File: config.mk
export PLATFORM = sky130hd
export DESIGN_NAME = multi_led_blinker_flat
export DESIGN_NICKNAME = d
export VERILOG_FILES = /design/src/rtl/multi_led_blinker_if.sv /design/src/rtl/multi_led_blinker.sv /design/src/flat_wrapper.sv
export SDC_FILE = /design/constraint.sdc
export NUM_CORES = 1
export LEC_CHECK = 0
export ABC_AREA = 1
export CORE_MARGIN = 2
export CORE_UTILIZATION = 50
export DETAILED_ROUTE_END_ITERATION = 7
export PLACE_DENSITY = 0.67
export SYNTH_ARGS = -nofsm -noshare
export SYNTH_HDL_FRONTEND = slang
export SYNTH_SLANG_ARGS = --single-unit
File: constraint.sdc
create_clock -name clk -period 2.2 [get_ports clk]
set_input_delay 0.33 -clock clk [delete_from_list [all_inputs] [get_ports clk]]
set_output_delay 0.33 -clock clk [all_outputs]
set_load 0.05 [all_outputs]
File: src/rtl/multi_led_blinker_if.sv
// Configuration write port of the multi-channel LED blinker.
// The board control logic drives the master side; the blinker is the slave.
interface multi_led_blinker_if #(
   parameter int CH_NUM = 4,
   parameter int PER_W  = 12,
   parameter int CNT_W  = 4
);
   localparam int CH_W = (CH_NUM > 1) ? $clog2(CH_NUM) : 1;

   logic             cfg_valid;
   logic             cfg_ready;
   logic [CH_W-1:0]  cfg_ch;
   logic [1:0]       cfg_mode;
   logic [PER_W-1:0] cfg_half;
   logic [CNT_W-1:0] cfg_count;

   modport master (
      output cfg_valid, cfg_ch, cfg_mode, cfg_half, cfg_count,
      input  cfg_ready
   );

   modport slave (
      input  cfg_valid, cfg_ch, cfg_mode, cfg_half, cfg_count,
      output cfg_ready
   );
endinterface

File: src/rtl/multi_led_blinker.sv
// N-channel LED driver: shared tick prescaler, per-channel OFF/ON/BLINK/PULSE
// mode controller, configured through a valid/ready write port.
module multi_led_blinker #(
   parameter int TICK_DIV = 50000,
   parameter int CH_NUM   = 4,
   parameter int PER_W    = 12,
   parameter int CNT_W    = 4
) (
   input  logic                   clk,
   input  logic                   rstn,
   multi_led_blinker_if.slave     cfg,
   output logic [CH_NUM-1:0]      led,
   output logic [CH_NUM-1:0]      busy
);
   localparam int PRE_W = (TICK_DIV > 1) ? $clog2(TICK_DIV) : 1;

   typedef enum logic [1:0] {
      MODE_OFF   = 2'd0,
      MODE_ON    = 2'd1,
      MODE_BLINK = 2'd2,
      MODE_PULSE = 2'd3
   } mode_e;

   logic [PRE_W-1:0] pre_q, pre_d;
   logic             tick;
   logic             wr_en;
   logic [PER_W-1:0] half_sat;

   mode_e            mode_q   [CH_NUM];
   mode_e            mode_d   [CH_NUM];
   logic [PER_W-1:0] half_q   [CH_NUM];
   logic [PER_W-1:0] half_d   [CH_NUM];
   logic [PER_W-1:0] phase_q  [CH_NUM];
   logic [PER_W-1:0] phase_d  [CH_NUM];
   logic [CNT_W-1:0] remain_q [CH_NUM];
   logic [CNT_W-1:0] remain_d [CH_NUM];
   logic [CH_NUM-1:0] led_q, led_d;
   logic [CH_NUM-1:0] busy_q, busy_d;

   assign tick          = (pre_q == PRE_W'(TICK_DIV - 1));
   assign pre_d         = tick ? '0 : pre_q + PRE_W'(1);
   assign cfg.cfg_ready = ~rstn;
   assign wr_en         = cfg.cfg_valid & cfg.cfg_ready;
   assign half_sat      = (cfg.cfg_half == '0) ? PER_W'(1) : cfg.cfg_half;

   // A write to a channel wins over that channel's tick; out-of-range
   // channel numbers never match any c and are silently dropped.
   always_comb begin
      mode_d   = mode_q;
      half_d   = half_q;
      phase_d  = phase_q;
      remain_d = remain_q;
      led_d    = led_q;
      busy_d   = busy_q;
      for (int c = 0; c < CH_NUM; c++) begin
         if (wr_en && (int'(cfg.cfg_ch) == c)) begin
            case (mode_e'(cfg.cfg_mode))
               MODE_OFF: begin
                  mode_d[c] = MODE_OFF;
                  led_d[c]  = 1'b0;
                  busy_d[c] = 1'b0;
               end
               MODE_ON: begin
                  mode_d[c] = MODE_ON;
                  led_d[c]  = 1'b1;
                  busy_d[c] = 1'b0;
               end
               MODE_BLINK: begin
                  mode_d[c]  = MODE_BLINK;
                  led_d[c]   = 1'b1;
                  busy_d[c]  = 1'b0;
                  phase_d[c] = '0;
                  half_d[c]  = half_sat;
               end
               MODE_PULSE: begin
                  if (cfg.cfg_count == '0) begin
                     mode_d[c] = MODE_OFF;
                     led_d[c]  = 1'b0;
                     busy_d[c] = 1'b0;
                  end else begin
                     mode_d[c]   = MODE_PULSE;
                     led_d[c]    = 1'b1;
                     busy_d[c]   = 1'b1;
                     phase_d[c]  = '0;
                     remain_d[c] = cfg.cfg_count;
                     half_d[c]   = half_sat;
                  end
               end
               default: ;
            endcase
         end else if (tick && (mode_q[c] == MODE_BLINK || mode_q[c] == MODE_PULSE)) begin
            if (phase_q[c] == half_q[c] - PER_W'(1)) begin
               phase_d[c] = '0;
               if (mode_q[c] == MODE_PULSE && led_q[c]) begin
                  // Falling edge of a pulse: the last one stops the channel outright.
                  led_d[c] = 1'b0;
                  if (remain_q[c] == CNT_W'(1)) begin
                     mode_d[c] = MODE_OFF;
                     busy_d[c] = 1'b0;
                  end else begin
                     remain_d[c] = remain_q[c] - CNT_W'(1);
                  end
               end else begin
                  led_d[c] = ~led_q[c];
               end
            end else begin
               phase_d[c] = phase_q[c] + PER_W'(1);
            end
         end
      end
   end

   always_ff @(posedge clk) begin
      if (rstn) begin
         pre_q  <= '0;
         led_q  <= '0;
         busy_q <= '0;
         for (int c = 0; c < CH_NUM; c++) begin
            mode_q[c]   <= MODE_OFF;
            half_q[c]   <= '0;
            phase_q[c]  <= '0;
            remain_q[c] <= '0;
         end
      end else begin
         pre_q    <= pre_d;
         led_q    <= led_d;
         busy_q   <= busy_d;
         mode_q   <= mode_d;
         half_q   <= half_d;
         phase_q  <= phase_d;
         remain_q <= remain_d;
      end
   end

   assign led  = led_q;
   assign busy = busy_q;
endmodule

File: src/flat_wrapper.sv
// flat-port wrapper written by rule: the top's interface ports become plain ports
module multi_led_blinker_flat 
#(
   parameter int TICK_DIV = 50000,
   parameter int CH_NUM   = 4,
   parameter int PER_W    = 12,
   parameter int CNT_W    = 4
)
  (clk, rstn, led, busy, cfg_cfg_valid, cfg_cfg_ch, cfg_cfg_mode, cfg_cfg_half, cfg_cfg_count, cfg_cfg_ready);
  multi_led_blinker_if #(.CH_NUM(CH_NUM), .PER_W(PER_W), .CNT_W(CNT_W)) cfg_i ();
  input  logic clk;
  input  logic rstn;
  output logic [CH_NUM-1:0] led;
  output logic [CH_NUM-1:0] busy;
  input wire logic [$bits(cfg_i.cfg_valid)-1:0] cfg_cfg_valid;
  input wire logic [$bits(cfg_i.cfg_ch)-1:0] cfg_cfg_ch;
  input wire logic [$bits(cfg_i.cfg_mode)-1:0] cfg_cfg_mode;
  input wire logic [$bits(cfg_i.cfg_half)-1:0] cfg_cfg_half;
  input wire logic [$bits(cfg_i.cfg_count)-1:0] cfg_cfg_count;
  output wire logic [$bits(cfg_i.cfg_ready)-1:0] cfg_cfg_ready;
  assign cfg_i.cfg_valid = cfg_cfg_valid;
  assign cfg_i.cfg_ch = cfg_cfg_ch;
  assign cfg_i.cfg_mode = cfg_cfg_mode;
  assign cfg_i.cfg_half = cfg_cfg_half;
  assign cfg_i.cfg_count = cfg_cfg_count;
  assign cfg_cfg_ready = cfg_i.cfg_ready;
  multi_led_blinker #(.TICK_DIV(TICK_DIV), .CH_NUM(CH_NUM), .PER_W(PER_W), .CNT_W(CNT_W)) u_core (.clk(clk), .rstn(rstn), .cfg(cfg_i), .led(led), .busy(busy));
endmodule
==> impl_metrics.tcl <==
set metrics [dict create \
    ys_seq_area_frac 0.3340 \
    worst_path_max_delay_cell "dfxtp_2" \
    clockRootBuffer "clkbuf_16" \
    overflow 0 \
    routed_via_density 5.137 \
    yosys_warnings 0 \
    rsz0062_at_grt "yes" \
    yosys-top-cells-area "dfxtp_1 (33%), nand2_1 (16%), inv_1 (7.1%)" \
    drive_gt1_frac 0.1466 \
    async_flop_share 0 \
    wl_per_cell_um 13.20 \
    synth_edf_count 0 \
    slowest_delay_ps 350 \
    slew_violations 0 \
    cts-hold-fix-buffers 0 \
    cts.sinks 144 \
    cp_top_family "simple AND/OR/NAND/NOR gates" \
    cts_tree "done" \
    final_cell_mix "nand2_1 (360), inv_1 (157), nor2_1 (151)" \
    grt_pass1_vias 7999 \
    worstMarginPinSlew_ps 839.1 \
    worstHoldStart "u_core.pre_q[0]$_SDFF_PP0_" \
    synth_top_family_by_area "simple AND/OR/NAND/NOR gates" \
    arrival_ps 2380 \
    power.total_mw 6.193 \
    drv_cap 0 \
    clkTransAtPathRegs_ps 70 \
    start_util 0.5060 \
    crit_path_max_fanout 7 \
    status "completed" \
    setup_slack_ps 141.6 \
    place.gp.congestion 0.8696 \
    syn_area_um2 8631 \
    power_density_nw_per_um2 575.8 \
    fmax_mhz 485.8 \
    synth_fp_nets 1395 \
    synth_top_area_share 0.3340 \
    track_usage 0.2522 \
    diodes 0 \
    io_pins 32 \
    first_iter_violations 570 \
    crit_top_cell "nand2_1" \
    r2r-start "u_core.half_q[12]$_SDFFE_PP0P_" \
    antenna_found_initial 0 \
    die_w_um 135.4 \
    synth-simple-area-share 0.3772 \
    crit_path_end_kind "flop" \
    die_h_um 135.4 \
    totalWireLength_um 22510 \
    synth_top_area_cell "dfxtp_1" \
    cp.required_ps 2520 \
    htree_levels 4 \
    numCtsBuffers 17 \
    worstSetupPathType "flop to flop" \
    hp-class "flop to flop" \
    die_area_um2 18330 \
    fin_crit_sh 0.9357 \
    critPathBufInv 3 \
    slew_headroom 0.4347 \
    synth.ff_latch_count 144 \
    synth-compound-area-share 0.1183 \
    skew_ps 9.708 \
    finalCriticalPeriod_ps 2058 \
    antenna_left 0 \
    hold_viol 0 \
    placement.io_buffers 31 \
    post-route-drc-count 0 \
    grt_max_degree 49 \
    worstPathCellList "inv_4 > ha_4 > inv_2 > nand2_1 > nand2_1 > nor2_1 > nand2_1 > nor2_2 > nand3_2 > nor2_4 > nand4_1 > nand2_2 > buf_12 > nand3_2 > nand2_1 > nor2_1" \
    startpoint "u_core.half_q[12]$_SDFFE_PP0P_" \
    synthAdderAreaFrac 0.02899 \
    place_ws_ps -235.5 \
    clk_path_buf_depth 2 \
    synthMuxAreaShare 0 \
    grt_first_pass_wirelength_um 37320 \
    fin_cells 1705 \
    start_kind "flop" \
    synthFlopType "dfxtp_1" \
    drtPass1Iterations 7 \
    route.vias.total 8759 \
    setup_viol 0 \
    postLayoutCoreUtil 0.6305 \
    dpl.cell_count 1668 \
    tns_ps 0 \
    ys_types 40 \
    rows 48 \
    coreArea_um2 17060 \
    hpwl_um 16460 \
    syn_inst 1352 \
    final_nets 1510 \
    layout_commonest_cell "nand2_1" \
    synthXorXnorAreaFrac 0.05030 \
    syn_area_per_cell_um2 6.384 \
    clk_latency_ps 430 \
    leakage_nw 4.643 \
    area_growth_pct 24.60 \
    ir_worst_vdd_uv 561.2 \
]
path summary, 6_finish.rpt:
kind	slack (ps)	cells past startpoint	to
worst max-delay path	140	16	u_core.mode_q[2]$_SDFFE_PP0P_
worst max register to register	140	16	u_core.mode_q[2]$_SDFFE_PP0P_
worst min register to register	420	1	u_core.pre_q[0]$_SDFF_PP0_
worst min-delay path	420	1	u_core.pre_q[0]$_SDFF_PP0_
per-stage QoR:
step | area (µm²) | hold slack (ps)
floorplan | 8631 | 417.9
global route | 10750 | 437.8
detailed placement | 9851 | 441.4
finish | 10750 | 418.1
global placement | 9851 | 435.1
CTS | 10440 | 451.1
worst reg2reg max path: stages, from the launching register on:
cell     delay, ps
dfxtp_2        350
inv_4           50
ha_4           260
inv_2           30
nand2_1         50
nand2_1         40
nor2_1         100
nand2_1         70
nor2_2         110
nand3_2        100
nor2_4         110
nand4_1        180
nand2_2        180
buf_12         140
nand3_2         60
nand2_1        100
nor2_1          40
area by class of cell:
cell class	count	area, µm²
flip-flops and latches	144	2889
clock buffers	17	425.4
multi-input cells	1006	5224
well taps	225	281.5
fillers	1601	6302
repair buffers	125	1126
clock inverters	15	151.4
inverters	173	656.9
synth_stat cells (2+ instances only):
master,n
nor3_4,5
nor3b_1,7
nand3b_1,10
dfxtp_1,144
ha_1,20
nand3_1,121
nor4_1,7
inv_4,2
nand3_2,3
buf_4,2
a31oi_1,3
nor2_2,5
nand4_1,21
inv_2,7
xnor2_1,25
buf_1,3
nand2_4,5
nand2_2,5
o21ai_1,3
a31o_2,4
inv_1,164
nor2_1,159
clkbuf_1,20
o21ai_0,87
a21oi_1,88
nand2_1,367
xor2_1,22
nor3_1,26
o21bai_1,3
buf_2,4
kinds of logic (layout without fill, tap and decap cells):
kind of cell               Yosys count  in the layout
AOI/OAI and AO/OA                  194            194
xor gates and xnor gates            48             48
adders and majority gates           20             20
buffers and inverters              203            330
DFF                                144            144
and+or+nand+nor                    743            744
power breakdown:
part / leakage [nW] / internal, mW / switching, mW
registers: 1.16 / 2.64 / 0.0261
clock network: 0.274 / 1.59 / 1.25
logic: 3.20 / 0.276 / 0.413
metal layers:
| layer | track usage | vias to the layer above | wire, µm | part of all wire |
|---|---|---|---|---|
| met5 | 0 | - | 0 | 0 |
| met4 | 0.08102 | 0 | 437 | 0.019 |
| met3 | 0.05125 | 33 | 1133 | 0.050 |
| met2 | 0.4117 | 172 | 10450 | 0.46 |
| met1 | 0.3356 | 3964 | 10480 | 0.47 |
| li1 | - | 4590 | - | - |
state kept, by name, indices dropped and copies added, names as in the netlist:
signal,flops
u_core.busy,4
u_core.remain_q,16
u_core.led,4
u_core.phase_q,48
u_core.mode_q,8
u_core.pre_q,16
u_core.half_q,48
what timing repair did:
action / in CTS / in global routing
cloned: 0 / 2
gates resized for setup: 2 / 73
pin swaps: 0 / 16
buffers inserted: 0 / 3
endpoints found under the setup margin: 2 / 77
Power figures use the tool's default switching activity.
